===== src/rtl/expu_stream_ctrl.sv =====
// expu_stream_ctrl
// Valid/ready flow controller for an exponential-unit row pipeline of
// NUM_REGS registers. Tracks which registers hold live elements, enables only
// occupied stages, collapses bubbles under back-pressure and carries an
// end-of-vector tag alongside each element.
//
// Ports:
//   clk_i, rst_ni      clock, asynchronous active-low reset
//   clear_i            synchronous flush of all in-flight elements
//   in_valid_i/in_last_i/in_ready_o    upstream handshake + last tag
//   out_valid_o/out_last_o/out_ready_i downstream handshake + last tag
//   stage_en_o         row enable; bit i loads register i+1 from stage i
//   stage_clr_o        row clear (follows clear_i)
//   count_o, idle_o    elements in flight, nothing in flight
module expu_stream_ctrl #(
  parameter int unsigned  NUM_REGS  = 3,
  localparam int unsigned CNT_WIDTH = (NUM_REGS == 0) ? 1 : $clog2(NUM_REGS + 1),
  localparam int unsigned EN_WIDTH  = (NUM_REGS == 0) ? 1 : NUM_REGS
) (
  input  logic                 clk_i,
  input  logic                 rst_ni,
  input  logic                 clear_i,
  input  logic                 in_valid_i,
  input  logic                 in_last_i,
  output logic                 in_ready_o,
  output logic                 out_valid_o,
  output logic                 out_last_o,
  input  logic                 out_ready_i,
  output logic [EN_WIDTH-1:0]  stage_en_o,
  output logic                 stage_clr_o,
  output logic [CNT_WIDTH-1:0] count_o,
  output logic                 idle_o
);

  assign stage_clr_o = clear_i;

  if (NUM_REGS == 0) begin : g_passthru
    // No registers: the row is combinational, clock and reset are not needed.
    logic unused_clk_rst;
    assign unused_clk_rst = ^{clk_i, rst_ni};

    assign in_ready_o  = out_ready_i && !clear_i;
    assign out_valid_o = in_valid_i && !clear_i;
    assign out_last_o  = in_last_i;
    assign stage_en_o  = '0;
    assign count_o     = '0;
    assign idle_o      = 1'b1;
  end else begin : g_pipe
    logic [NUM_REGS:1]   v_q;
    logic [NUM_REGS:1]   t_q;
    // Index 0 is the input stage; index k is register k.
    logic [NUM_REGS:0]   v_in;
    logic [NUM_REGS:0]   t_in;
    logic [NUM_REGS+1:1] r;
    logic                chain;
    logic [CNT_WIDTH-1:0] cnt;

    // Ready chain is built through a scalar accumulator so each r bit is a
    // plain function of state, not of other r bits.
    always_comb begin
      v_in  = {v_q, in_valid_i};
      t_in  = {t_q, in_last_i};
      r     = '0;
      chain = out_ready_i;
      r[NUM_REGS+1] = out_ready_i;
      for (int unsigned k = NUM_REGS; k >= 1; k--) begin
        chain = !v_q[k] || chain;
        r[k]  = chain;
      end
    end

    always_comb begin
      stage_en_o = '0;
      for (int unsigned i = 0; i < NUM_REGS; i++) begin
        stage_en_o[i] = v_in[i] && r[i+1] && !clear_i;
      end
    end

    always_comb begin
      cnt = '0;
      for (int unsigned k = 1; k <= NUM_REGS; k++) begin
        cnt = cnt + CNT_WIDTH'(v_q[k]);
      end
    end

    // Tags are qualified by valid so empty stages never carry a stale last flag.
    always_ff @(posedge clk_i or negedge rst_ni) begin
      if (!rst_ni) begin
        v_q <= '0;
        t_q <= '0;
      end else if (clear_i) begin
        v_q <= '0;
        t_q <= '0;
      end else begin
        for (int unsigned k = 1; k <= NUM_REGS; k++) begin
          if (r[k]) begin
            v_q[k] <= v_in[k-1];
            t_q[k] <= t_in[k-1] && v_in[k-1];
          end
        end
      end
    end

    assign in_ready_o  = r[1] && !clear_i;
    assign out_valid_o = v_in[NUM_REGS] && !clear_i;
    assign out_last_o  = t_in[NUM_REGS];
    assign count_o     = cnt;
    assign idle_o      = (cnt == '0);
  end

endmodule


===== config.mk =====
export PLATFORM = sky130hd
export DESIGN_NAME = expu_stream_ctrl
export DESIGN_NICKNAME = d
export VERILOG_FILES = /design/src/rtl/expu_stream_ctrl.sv
export SDC_FILE = /design/constraint.sdc
export NUM_CORES = 1
export LEC_CHECK = 0
export ABC_CLOCK_PERIOD_IN_PS = 2100
export BUFFER_PORTS_ARGS = -buffer_cell sky130_fd_sc_hd__buf_2
export CORE_AREA = 2 2 39 41
export DETAILED_ROUTE_END_ITERATION = 16
export DIE_AREA = 0 0 41 43
export PLACE_DENSITY_LB_ADDON = 0.08
export SYNTH_ARGS = -nofsm -noshare
export SYNTH_HDL_FRONTEND = slang
export SYNTH_SLANG_ARGS = --single-unit

===== constraint.sdc =====
create_clock -name clk_i -period 2.1 [get_ports clk_i]
set_input_delay 0.42 -clock clk_i [delete_from_list [all_inputs] [get_ports clk_i]]
set_output_delay 0.42 -clock clk_i [all_outputs]
set_load 0.02 [all_outputs]

==> flow_metrics.tcl <==
set metrics [dict create \
    clkTransAtPathRegs_ns 0.04 \
    clock_sinks 6 \
    ys_seq_elements 6 \
    clock-root-buffer "clkbuf_4" \
    cap_violations 0 \
    grt_util_all_layers_pct 9.54 \
    rsz0062_at_grt "false" \
    fmax_mhz 541 \
    antenna_found_initial 0 \
    synth_cell_types 15 \
    yosysMostFrequentCell "nor2_1" \
    worstSetupPathDepth 3 \
    arrival_ns 1.43 \
    fin_crit_sh_pct 88.0 \
    postSynthAreaPerCell_um2 9.86 \
    final_nets 59 \
    first_pass_iters 2 \
    seq_area_frac_synth_pct 46.2 \
    clockPowerShare_pct 38.0 \
    rr_startpoint "g_pipe.v_q[2]" \
    required_ns 1.68 \
    die_y_um 43 \
    io_buffers 15 \
    timing.hold.ws_ns 0.430 \
    min_period_ns 1.85 \
    std_cell_rows 14 \
    grt_max_degree 12 \
    switching_power_uw 73.9 \
    r2r_cells 3 \
    skew_ns 0.00269 \
    grt_overflow 0 \
    multi_input_area_um2 163 \
    netSwitchingFraction_pct 26.7 \
    crit_chain "fa_1, nor2_1, buf_2" \
    vias_per_cell 4.36 \
    async_flop_share_pct 100 \
    final.fill_count 156 \
    r2r_end "g_pipe.t_q[2]" \
    post_cts_resized 0 \
    grt_pass1_wl_um 1040 \
    worstPathMaxFanout 5 \
    p_per_area_mw_per_mm2 628 \
    synthCells 33 \
    die_width_um 41 \
    timing.final.ws_setup_ns 0.253 \
    drive_above_1_share_pct 42.0 \
    slew_viol_final 0 \
    numCtsBuffers 3 \
    htree_levels 1 \
    critPathBufInv 1 \
    seqPwrFrac_pct 44.7 \
    synthTopCellsByCount "7 x nor2_1, 6 x dfrtp_1, 3 x a21oi_1, 3 x nand2_1, 3 x nand3b_1" \
    internal_power_uw 203 \
    insertion_delay_ns 0.24 \
    critical_path_class "register to output pin" \
    seqCellArea_um2 150 \
    synth-edff-count 0 \
    critical_path.endpoint "idle_o" \
    final_area_um2 440 \
    setup_viol 0 \
    leakagePower_nw 0.220 \
    rrSetupSlack_ns 1.06 \
    first_iter_violations 2 \
    power_uw 277 \
    crit_start "g_pipe.v_q[1]" \
    ant_nets 0 \
    comb_power_share_pct 17.3 \
    diodes 0 \
    max_stage_delay_ns 0.57 \
    synth.top_cell.area_share_pct 46.2 \
    coreArea_mm2 0.00138 \
    synthTopCellsByArea "dfrtp_1 46%, nor2_1 8.1%, nand3b_1 6.9%" \
    dieArea_mm2 0.00176 \
    slowest_stage "fa_1" \
    critPathLaunchType "register" \
    dpl-instance-area_um2 408 \
    setup-tns-final_ns 0 \
    cp-end-kind "output pin" \
    drt-total-wl_um 684 \
    ir_drop_mv 0.256 \
    grt_pass1_vias 263 \
    slew_headroom_pct 86.4 \
    syn_area_um2 325 \
    hold_viol 0 \
    cp_top_family "adder cells" \
    drc_errors 0 \
    syn-num-nets 40 \
    synth-main-ff-cell "dfrtp_1" \
    hold_path_class "input port to register" \
    worst_pin_slew_ns 0.205 \
    syn2layout_area_growth_pct 35.4 \
    synth_warnings 0 \
    yosysTopAreaCell "dfrtp_1" \
    outcome "finished clean" \
    tritoncts "done" \
    wl_per_cell_um 10.4 \
    cts_max_path_buffers 2 \
    pin_count 16 \
    pre_cts_ws_ns 0.475 \
    vias 288 \
    initial_core_util_pct 23.5 \
    gp_congestion 0.720 \
]
-- kinds of logic after synthesis --
| family | count (synthesis) | synth area share [%] |
|---|---|---|
| and+or+nand+nor | 21 | 39.2 |
| DFF | 6 | 46.2 |
| AOI/OAI and AO/OA | 3 | 4.61 |
| buffers and inverters | 2 | 3.85 |
| adders and majority gates | 1 | 6.15 |
-- metal layers --
layer  vias to the layer above  track usage [%]  part of all wire [%]
met5                         -                0                     0
met4                         0             4.00                     0
met3                         0             7.85                   9.8
met2                         9             13.4                    52
met1                       134             10.0                    39
li1                        145                -                     -
-- cells in the final DEF, fill, tap and decap left out, types with 2 or more instances in the layout --
cell type	synthesis	layout
buf_2	1	15
nor2_1	7	7
dfrtp_1	6	6
nand2_1	3	3
nand3b_1	3	3
a21oi_1	3	3
clkbuf_4	0	3
nor3b_1	2	2
-- stage by stage --
stage,utilization (%),instances
after floorplan,-,33
final,31.8,66
after detailed placement,29.5,62
after global routing,31.8,66
after CTS,31.8,66
after global placement,29.5,62
-- final cells by class --
type | instances | area share (%)
Timing Repair Buffer | 16 | 19.3
Sequential cell | 6 | 34.1
Clock buffer | 3 | 5.11
Multi-Input combinational cell | 25 | 36.9
Tap cell | 16 | 4.55
-- worst min path at each step --
stage                     from       endpoint  slack, ns  cells after the start
finish              in_valid_i  g_pipe.v_q[1]       0.43                      3
CTS                 in_valid_i  g_pipe.v_q[1]       0.42                      3
global placement        rst_ni  g_pipe.v_q[3]       0.25                      1
detailed placement      rst_ni  g_pipe.v_q[3]       0.25                      1
floorplan               rst_ni  g_pipe.t_q[1]       0.12                      0
global route         in_last_i  g_pipe.t_q[1]       0.46                      3
-- repair_timing --
action                                 4_1_cts  5_1_grt
endpoints found under the hold margin        6        0
buffers inserted                             0        0
hold buffers                                 1        0
-- registers in the layout (all words and copies together) (netlist names) --
name	count
g_pipe.v_q	3
g_pipe.t_q	3
-- power groups by stage --
stage	Clock, mW	Sequential (mW)	Combinational [mW]
after floorplan	0	0.125	0.0318
after global placement	0	0.126	0.0469
after detailed placement	0	0.126	0.0476
after CTS	0.113	0.124	0.0491
after global routing	0.119	0.124	0.0535
final	0.105	0.124	0.0479
-- worst min-delay path, stage by stage --
cell	delay, ns
buf_2	0.09
nor2_1	0.04
nor2_1	0.07
(Power assumes the default switching activity.)
